File: config.mk
export PLATFORM = sky130hd
export DESIGN_NAME = unified_mem_arbiter
export DESIGN_NICKNAME = d
export VERILOG_FILES = /design/src/rtl/unified_mem_arbiter_pkg.sv /design/src/rtl/unified_mem_arbiter_nreg.sv /design/src/rtl/unified_mem_arbiter.sv
export SDC_FILE = /design/constraint.sdc
export NUM_CORES = 1
export LEC_CHECK = 0
export CAP_MARGIN = 30
export CELL_PAD_IN_SITES_DETAIL_PLACEMENT = 0
export CELL_PAD_IN_SITES_GLOBAL_PLACEMENT = 1
export CORE_ASPECT_RATIO = 0.8
export CORE_UTILIZATION = 35
export CTS_CLUSTER_SIZE = 10
export DETAILED_ROUTE_END_ITERATION = 10
export PLACE_DENSITY_LB_ADDON = 0.1
export SLEW_MARGIN = 20
export SYNTH_ARGS = -nofsm -noshare
export SYNTH_HDL_FRONTEND = slang
export SYNTH_HIERARCHICAL = 1
export SYNTH_SLANG_ARGS = --single-unit
File: constraint.sdc
create_clock -name clk -period 2.6 [get_ports clk]
set_input_delay 0.52 -clock clk [delete_from_list [all_inputs] [get_ports clk]]
set_output_delay 0.52 -clock clk [all_outputs]
set_load 0.02 [all_outputs]
File: src/rtl/unified_mem_arbiter_pkg.sv
// unified_mem_arbiter_pkg
//   Shared encodings for the unified memory arbiter: FSM states, access
//   owner, RV32 funct3 size/sign codes and a saturating-increment helper.
package unified_mem_arbiter_pkg;

   // FSM states
   localparam logic [0:0] ST_IDLE = 1'b0;
   localparam logic [0:0] ST_BUSY = 1'b1;

   // Owner of the access currently held in the arbiter
   localparam logic OWN_I = 1'b0;
   localparam logic OWN_D = 1'b1;

   // RV32 funct3 size/sign codes
   localparam logic [2:0] F3_LB  = 3'b000;
   localparam logic [2:0] F3_LH  = 3'b001;
   localparam logic [2:0] F3_LW  = 3'b010;
   localparam logic [2:0] F3_LBU = 3'b100;
   localparam logic [2:0] F3_LHU = 3'b101;
   localparam logic [2:0] F3_SB  = 3'b000;
   localparam logic [2:0] F3_SH  = 3'b001;
   localparam logic [2:0] F3_SW  = 3'b010;

   // Increment that sticks at max
   function automatic logic [3:0] sat_inc(input logic [3:0] v, input logic [3:0] max);
      return (v >= max) ? max : v + 4'd1;
   endfunction

endpackage

File: src/rtl/unified_mem_arbiter_nreg.sv
// unified_mem_arbiter_nreg
//   N-bit register with load enable, asynchronous active-low clear.
//   Used for the held request fields and both read-data holders.
// Ports
//   clk  in   clock, rising edge
//   rst  in   asynchronous active-low reset (q -> 0)
//   en   in   load d into q on this edge
//   d    in   W  next value
//   q    out  W  registered value
module unified_mem_arbiter_nreg #(
   parameter int W = 32
) (
   input  logic         clk,
   input  logic         rst,
   input  logic         en,
   input  logic [W-1:0] d,
   output logic [W-1:0] q
);

   always_ff @(posedge clk or negedge rst) begin
      if (!rst)    q <= '0;
      else if (en) q <= d;
   end

endmodule

File: src/rtl/unified_mem_arbiter.sv
// unified_mem_arbiter
//   Shares one single-ported unified memory between the fetch port (IF) and
//   the load/store port (MEM). One access at a time: grant in IDLE, hold the
//   request for MEM_LAT cycles in BUSY, capture read data in the last BUSY
//   cycle and pulse the owner's rvalid on the following cycle.
// Ports
//   clk, rst                         clock / async active-low reset
//   if_req/if_addr/if_flush          fetch request, address, cancel
//   if_gnt/if_rvalid/if_rdata        fetch grant, response pulse, held data
//   d_req/d_we/d_addr/d_wdata/d_func3  load/store request
//   d_gnt/d_rvalid/d_rdata           data grant, completion pulse, held data
//   stall_if/stall_mem               per-port pipeline stalls
//   mem_addr/mem_wdata/mem_func3/mem_read/mem_write  to Memory
//   mem_rdata                        from Memory
module unified_mem_arbiter
   import unified_mem_arbiter_pkg::*;
#(
   parameter int ADDR_W     = 32,
   parameter int DATA_W     = 32,
   parameter int MEM_LAT    = 1,
   parameter int STARVE_MAX = 4
) (
   input  logic              clk,
   input  logic              rst,
   input  logic              if_req,
   input  logic [ADDR_W-1:0] if_addr,
   input  logic              if_flush,
   output logic              if_gnt,
   output logic              if_rvalid,
   output logic [DATA_W-1:0] if_rdata,
   input  logic              d_req,
   input  logic              d_we,
   input  logic [ADDR_W-1:0] d_addr,
   input  logic [DATA_W-1:0] d_wdata,
   input  logic [2:0]        d_func3,
   output logic              d_gnt,
   output logic              d_rvalid,
   output logic [DATA_W-1:0] d_rdata,
   output logic              stall_if,
   output logic              stall_mem,
   output logic [ADDR_W-1:0] mem_addr,
   output logic [DATA_W-1:0] mem_wdata,
   output logic [2:0]        mem_func3,
   output logic              mem_read,
   output logic              mem_write,
   input  logic [DATA_W-1:0] mem_rdata
);

   localparam logic [2:0] LAT  = 3'(MEM_LAT);
   localparam logic [3:0] SMAX = 4'(STARVE_MAX);
   // held fields: {owner, we, func3, addr, wdata}
   localparam int HW = 1 + 1 + 3 + ADDR_W + DATA_W;

   logic [0:0]        state_q;
   logic [2:0]        lat_q;
   logic [3:0]        starve_q;
   logic              discard_q;
   logic              if_rvalid_q, d_rvalid_q;

   logic              idle, busy, first_busy, last_busy;
   logic              fetch_first, gnt_i, gnt_d, any_gnt;
   logic              flush_now, discard_eff;
   logic              own_i, own_d, cap_i, cap_d;

   logic [HW-1:0]     hold_d, hold_q;
   logic              h_owner, h_we;
   logic [2:0]        h_func3;
   logic [ADDR_W-1:0] h_addr;
   logic [DATA_W-1:0] h_wdata;

   assign idle = (state_q == ST_IDLE);
   assign busy = ~idle;

   // ---------------- arbitration (combinational grant) ----------------
   // Data wins unless fetch has been starved STARVE_MAX grants. A flushing
   // fetch is not eligible, so data can still go in that cycle.
   assign fetch_first = if_req & ~if_flush & (~d_req | (starve_q == SMAX));
   assign gnt_i   = rst & idle & fetch_first;
   assign gnt_d   = rst & idle & d_req & ~fetch_first;
   assign any_gnt = gnt_i | gnt_d;

   // Fetches are issued as word reads with no write data.
   assign hold_d = gnt_i ? {OWN_I, 1'b0, F3_LW, if_addr, {DATA_W{1'b0}}}
                         : {OWN_D, d_we, d_func3, d_addr, d_wdata};

   unified_mem_arbiter_nreg #(.W(HW)) u_hold (
      .clk (clk),
      .rst (rst),
      .en  (any_gnt),
      .d   (hold_d),
      .q   (hold_q)
   );

   assign {h_owner, h_we, h_func3, h_addr, h_wdata} = hold_q;

   assign own_i      = (h_owner == OWN_I);
   assign own_d      = (h_owner == OWN_D);
   assign first_busy = busy & (lat_q == LAT);
   assign last_busy  = busy & (lat_q == 3'd1);

   // A flush seen in the current BUSY cycle takes effect immediately so the
   // stall drops and a flush in the last cycle still suppresses the response.
   assign flush_now   = busy & own_i & if_flush;
   assign discard_eff = discard_q | flush_now;

   assign cap_i = last_busy & own_i & ~discard_eff;
   assign cap_d = last_busy & own_d & ~h_we;

   // ---------------- FSM and latency counter ----------------
   always_ff @(posedge clk or negedge rst) begin
      if (!rst) begin
         state_q     <= ST_IDLE;
         lat_q       <= 3'd0;
         discard_q   <= 1'b0;
         if_rvalid_q <= 1'b0;
         d_rvalid_q  <= 1'b0;
      end else begin
         if_rvalid_q <= cap_i;
         d_rvalid_q  <= last_busy & own_d;
         if (idle) begin
            discard_q <= 1'b0;
            if (any_gnt) begin
               state_q <= ST_BUSY;
               lat_q   <= LAT;
            end
         end else begin
            lat_q <= lat_q - 3'd1;
            if (last_busy) begin
               state_q   <= ST_IDLE;
               discard_q <= 1'b0;
            end else begin
               discard_q <= discard_eff;
            end
         end
      end
   end

   // ---------------- starvation counter ----------------
   always_ff @(posedge clk or negedge rst) begin
      if (!rst)        starve_q <= 4'd0;
      else if (!if_req) starve_q <= 4'd0;
      else if (gnt_i)   starve_q <= 4'd0;
      else if (gnt_d)   starve_q <= sat_inc(starve_q, SMAX);
   end

   // ---------------- read-data holders ----------------
   unified_mem_arbiter_nreg #(.W(DATA_W)) u_if_rdata (
      .clk (clk),
      .rst (rst),
      .en  (cap_i),
      .d   (mem_rdata),
      .q   (if_rdata)
   );

   unified_mem_arbiter_nreg #(.W(DATA_W)) u_d_rdata (
      .clk (clk),
      .rst (rst),
      .en  (cap_d),
      .d   (mem_rdata),
      .q   (d_rdata)
   );

   // ---------------- outputs ----------------
   assign if_gnt    = gnt_i;
   assign d_gnt     = gnt_d;
   assign if_rvalid = if_rvalid_q;
   assign d_rvalid  = d_rvalid_q;

   // Gated by rst so every output is 0 while reset is asserted.
   assign stall_if  = rst & ((if_req & ~gnt_i) | (busy & own_i & ~discard_eff));
   assign stall_mem = rst & ((d_req  & ~gnt_d) | (busy & own_d));

   assign mem_addr  = busy ? h_addr  : '0;
   assign mem_wdata = busy ? h_wdata : '0;
   assign mem_func3 = busy ? h_func3 : 3'd0;
   assign mem_read  = busy & ~h_we;
   // Store strobe only on the issue cycle so the memory writes once.
   assign mem_write = first_busy & h_we;

endmodule
==> impl_metrics.ini <==
[route]
vias = 4862
finalWirelength_um = 18300
first_pass_iters = 4
post_drt_via_cell_ratio = 4.56
post_drt_wl_per_cell_um = 17.1
antenna_left = 0
1st_iter_drt_viols = 198
drc_errors = 0

[final_layout]
design_area_final_um2 = 10700
diodes = 0
layout.cells.most_common = sky130_fd_sc_hd__clkdlybuf4s50_1
syn2layout_area_growth_pct = 51.1
final-instance-count-excl-fill = 1067
final_core_util_pct = 53.9
most-common-layout-cells = sky130_fd_sc_hd__clkdlybuf4s50_1, sky130_fd_sc_hd__dfrtp_1, sky130_fd_sc_hd__and2_1, sky130_fd_sc_hd__mux2_4, sky130_fd_sc_hd__mux2_2
post_route_cells_drive_above_1_share_pct = 24.7
num-nets-final = 931
nFillCells = 1699

[critical_path]
ff2ff_setup_slack_ps = 170
cpPeakStageDelay_ps = 490
worstSetupStartpointType = input pin
endpoint_type_of_the_worst_setup_path = output pin
setup.worst_path.class = in2out
r2r.worst_path.cells = 9
critical-path-slowest-cell = sky130_fd_sc_hd__clkdlybuf4s50_1
critical_path_arrival_ps = 1970
r2r_start = starve_q[0]
crit_path_required_time_ps = 2080
crit_chain = clkdlybuf4s50_1 > buf_4 > o211a_1 > a41o_1 > dlygate4sd2_1
worst_r2r_endpoint = u_hold/q[3]
crit_fanout = 9

[floorplan]
initial_utilization_pct = 35.7
core_region_area_um2 = 19800
dieArea_um2 = 20800
io_pins = 276
die_height_um = 129
die_w_um = 161
number_of_rows_created_at_floorplan = 46

[yosys]
synth_seq_area_share_pct = 51.0
synth_xor_area_share_pct = 0.124
post_synth_edffs = 0
synth.cell_area_um2 = 7070
synth_top_family_by_area = multiplexers
synth_async_sr_flop_share_pct = 100
ys_types = 32
synth.area.mux_share_pct = 30.0
basic_gate_share_of_the_synthesized_area_counting_and_or_nand_and_nor_cells_pct = 11.5
synthCells = 506
yosys_warnings = 6
synth_fa_ha_area_share_pct = 0.708
ys_ff_latch = 144
syn_area_per_cell_um2 = 14.0
synth_compound_area_share_pct = 2.05
mappedNetlistNets = 647
yosys_most_used_dff = sky130_fd_sc_hd__dfrtp_1

[clock_tree]
buffer_type_at_the_clock_tree_root = sky130_fd_sc_hd__clkbuf_16
clock_tree_from_tritoncts = built
clock_sink_count = 144
tritoncts.num_buffers = 17
buffer_depth_of_the_longest_clock_path = 2
clkLatencyLatePin_ps = 420
h_tree_levels = 4
clkTransAtPathRegs_ps = 60

[timing]
finalSetupViolations = 0
actual_transition_at_the_worst_max_transition_pin_ps = 715
fmax_mhz = 402
final_period_minus_worst_setup_slack_ps = 2490
final_min_period_over_clock_period_pct = 95.6
grt_setup_unrepaired = no
slew_headroom_pct = 52.3
finalHoldWorstSlack_ps = 235
finalMaxSlewViolations = 0
hold_viol_final = 0
layout_setup_ws_ps = 115
totalNegativeSetupSlack_ps = 0
clock-skew-final_ps = 16.7

[placement]
placedInstanceArea_um2 = 10100
gp_congestion = 0.775
place.detailed.hpwl_um = 12400
detailedPlace.worstSlack_ps = -184
io_buffer_count = 275
dpl.cell_count = 1032

[grt]
number_of_global_route_vias_before_repair = 5238
grt_first_pass_wirelength_um = 29000
grt.total_usage_pct = 18.1
maximum_number_of_pins_on_one_net_before_global_route_repair = 55
grt-ovfl-total = 0
initial_antenna_violation_count = 0

[pwr]
ir_worst_vdd_uv = 528
total_power_mw = 12.4
p_leak_nw = 4.53
power_density_nw_per_um2 = 1160

[status]
status = finished clean

[worst_hold_path]
hp-class = in2async

[run]
max-cap-violations = 0
==> routing by layer <==
layer | track usage [%] | share of wire (%) | vias to the layer above
met1 | 23.0 | 44 | 2397
li1 | - | - | 2290
met3 | 6.75 | 7.6 | 14
met5 | 0 | 0 | -
met4 | 4.99 | 0.88 | 0
met2 | 29.0 | 47 | 161
==> cells by family (layout without fill, tap and decap cells) <==
family / count (synthesis) / after routing
AOI/OAI and AO/OA: 20 / 20
buffers and inverters: 41 / 338
muxes: 165 / 165
adders and majority gates: 4 / 4
DFF: 144 / 144
and+or+nand+nor: 131 / 131
xor gates and xnor gates: 1 / 1
==> state kept, by name, indices dropped and copies added (netlist names) <==
register and count:
lat_q 3, u_if_rdata/q 32, discard_q 1, d_rvalid 1, starve_q 4, u_hold/q 69, busy 1, u_d_rdata/q 32
if_rvalid 1
==> how the worst max path moves through the flow <==
stage	depth (start not counted)	from	slack, ps	endpoint
6_report	5	d_req	110	stall_mem
5_1_grt	3	busy	30	mem_wdata[8]
4_1_cts	5	starve_q[0]	10	if_gnt
3_5_place_dp	7	if_req	-180	u_hold/q[3]
3_3_place_gp	4	if_req	-180	if_gnt
2_1_floorplan	7	starve_q[0]	390	u_hold/q[63]
==> power by group <==
group / switching, mW / total (mW) / leakage [nW] / internal [mW]
Clock: 1.04 / 2.29 / 0.259 / 1.25
Combinational: 2.70 / 6.20 / 2.51 / 3.50
Sequential: 0.562 / 3.89 / 1.77 / 3.33
Total: 4.30 / 12.4 / 4.53 / 8.08
==> area by class of cell <==
type	count	area, um^2	area share [%]
inverter	8	30.0	0.281
tap	264	330	3.09
clock inverter	14	119	1.11
clock buffer	18	429	4.02
multi-input combinational	321	3150	29.6
sequential	144	3600	33.8
timing repair buffer	298	3010	28.2
==> critical path: cells and delay by family <==
family | cells | cell delay, ps
buffers and inverters | 3 | 1030
AOI/OAI and AO/OA | 2 | 420
==> cells in the mapped netlist (all sizes together), types with 3 or more instances <==
master | instances | area, um^2
buf | 21 | 252
nand2 | 3 | 11.3
ha | 4 | 50.1
a21oi | 6 | 30.0
o21ai | 7 | 35.0
mux2 | 165 | 2120
inv | 8 | 30.0
nor2b | 40 | 250
clkbuf | 12 | 45.0
and2 | 71 | 444
dfrtp | 144 | 3600
nor2 | 6 | 22.5
nand2b | 3 | 18.8
==> what timing repair did <==
action / in CTS / in global routing
resized for setup: 7 / 2
gates cloned: 1 / 0
endpoints found under the setup margin: 5 / 1
buffers inserted: 0 / 1
endpoints found under the hold margin: 1 / 0
hold buffers: 1 / 0
pin swaps: 1 / 1
Power figures use the tool's default switching activity.
==> variant, RTL diff (same flow settings) <==
Make the reset (`rst`) synchronous in 3 clocked blocks. Comments in the files are not updated.
--- a/src/rtl/unified_mem_arbiter_nreg.sv
+++ b/src/rtl/unified_mem_arbiter_nreg.sv
@@ -19,3 +19,3 @@
 
-   always_ff @(posedge clk or negedge rst) begin
+   always_ff @(posedge clk) begin
       if (!rst)    q <= '0;
--- a/src/rtl/unified_mem_arbiter.sv
+++ b/src/rtl/unified_mem_arbiter.sv
@@ -109,3 +109,3 @@
    // ---------------- FSM and latency counter ----------------
-   always_ff @(posedge clk or negedge rst) begin
+   always_ff @(posedge clk) begin
       if (!rst) begin
@@ -138,3 +138,3 @@
    // ---------------- starvation counter ----------------
-   always_ff @(posedge clk or negedge rst) begin
+   always_ff @(posedge clk) begin
       if (!rst)        starve_q <= 4'd0;
Check against the original RTL: differs if rst is asserted again (counterexample within 4 cycles, from zero or initial values and one cycle with rst low); with rst held inactive, the same outputs for 10 cycles.
==> variant against the unedited design <==
Critical path type is now reg2out. Via count increased by 11%. Global-route usage is 0.61 points higher. Design area down 2.3%. Worst setup slack lost 0.033 ns. Sequential cell count is the same. Synthesized area decreased by 3.6%. Wire length is 1.6% higher. Sequential share of layout area shrank 6.1 points.
Power is not compared: it rests on default switching activity, and its combinational part moved more than twofold at a synthesized area within 25%.
==> variant: results (changes against the unedited design) <==
* Top post-synthesis cells by count: nor2b_1, dfxtp_1, mux2i_1 (was dfrtp_1, and2_1, mux2_4)
* Top sig layer: met4 (unchanged)
* Grt met3 use at 7.86% (was 6.75%)
* Met2 WL post-DR at 8.68 mm (was 8.63 mm)
* First-pass GRT wire length at 29.1 mm (was 29.0 mm)
* Grt met2 use at 31.3% (was 29.0%)
* Largest net degree at the start of global routing at 77 (was 55)
* Initial DRC Count at 179 (was 198)
* CP max FO at 3 (was 9)
* Worst rel slew slack at 57.4% (was 52.3%)
* Share of cells above drive strength 1 at 10.8% (was 24.7%)
* WP data arrival at 2.00 ns (was 1.97 ns)
* # resized after CTS at 13 (was 7)
* Reg area at 0.00289 mm2 (was 0.00360 mm2)
* Outcome: finished, final reports clean (unchanged)
* Top cells by area, synth: dfxtp_1, mux2i_1, nor2b_1 (was dfrtp_1, mux2_4, mux2_2)
* Cell variety after synth at 35 (was 32)
* Met3 wire len at 1.69 mm (was 1.40 mm)
* All-Layer GR Usage at 18.7% (was 18.1%)
* Clock Tree Buf Depth at 2 (unchanged)
* Fill count at 1739 (was 1699)
* Hold Path Class: in2reg (was in2async)
* Avg WL per Cell at 15.5 um (was 17.1 um)
* Post-Place Cell Area at 0.00980 mm2 (was 0.0101 mm2)
* Register area share after synthesis at 42.3% (was 51.0%)
* Slowest stage delay, CP at 0.63 ns (was 0.49 ns)
* GP Congestion at 0.733 (was 0.775)
* Wire length on met1 at 7.87 mm (was 8.10 mm)
* NumNets Final at 1065 (was 931)
* Async set-or-reset flop fraction in the synthesized netlist at 0% (was 100%)
* Vias in the first global route at 5666 (was 5238)
* Net Count, Synth at 791 (was 647)
* Global Route met1 Usage at 21.6% (was 23.0%)
* Post-place setup slack at -0.126 ns (was -0.184 ns)
* Dpl hpwl at 12.9 mm (was 12.4 mm)
* Worst path slowest cell: clkdlybuf4s50_1 (unchanged)
## variant: cell count changes after synthesis, moves of 5 or more
cell      unedited run  this run
clkbuf_1            12        24
o21ai_0              7         1
mux2_1              30         2
mux2_2              65        31
dfrtp_1            144         0
buf_4                1         6
mux2_4              70         0
nor2b_1             40       171
mux2i_1              0       133
dfxtp_1              0       144
## variant: final timing paths
path,startpoint,end,slack (ns),cells after the start
worst max-delay path,lat_q[1],mem_write,0.08,5
worst min-delay path,rst,lat_q[0],0.47,2
worst max register to register,starve_q[0],u_hold/q[42],0.32,9
worst min register to register,lat_q[2],lat_q[2],0.49,1
## variant: cell type report
class                   instances  share of cell area (%)
clock buffers                  19                    4.15
repair buffers                301                    29.4
clock inverters                13                    1.21
inverters                       9                   0.324
multi-input cells             451                    34.1
flip-flops and latches        144                    27.7
well taps                     258                    3.10
## variant: report_power, final
part	leakage (nW)	total (W)	internal, W	switching [W]
clock network	0.262	0.00234	0.00133	0.00101
registers	1.17	0.00234	0.00229	0.0000504
logic	2.25	0.000875	0.000513	0.000361
## variant: cell families (layout without fill, tap and decap cells)
logic type / Yosys count / count (layout) / share of synthesized area (%)
compound gates: 16 / 16 / 1.97
fa+ha+maj: 4 / 4 / 0.735
flops: 144 / 144 / 42.3
simple gates: 265 / 265 / 24.1
buf+inv: 55 / 342 / 5.84
mux: 166 / 166 / 25.0
## variant: worst max-delay path: cells and delay by family (launching register included)
family	cells	cell delay [ns]
fa+ha+maj	1	0.14
buf+inv	2	0.72
flops	1	0.30
simple gates	2	0.42
## variant: through the flow
stage               instances  total power [W]
finish                   1195          0.00556
global route             1195          0.00581
CTS                      1193          0.00564
detailed placement       1160          0.00327
global placement         1159          0.00325
floorplan                 650          0.00284
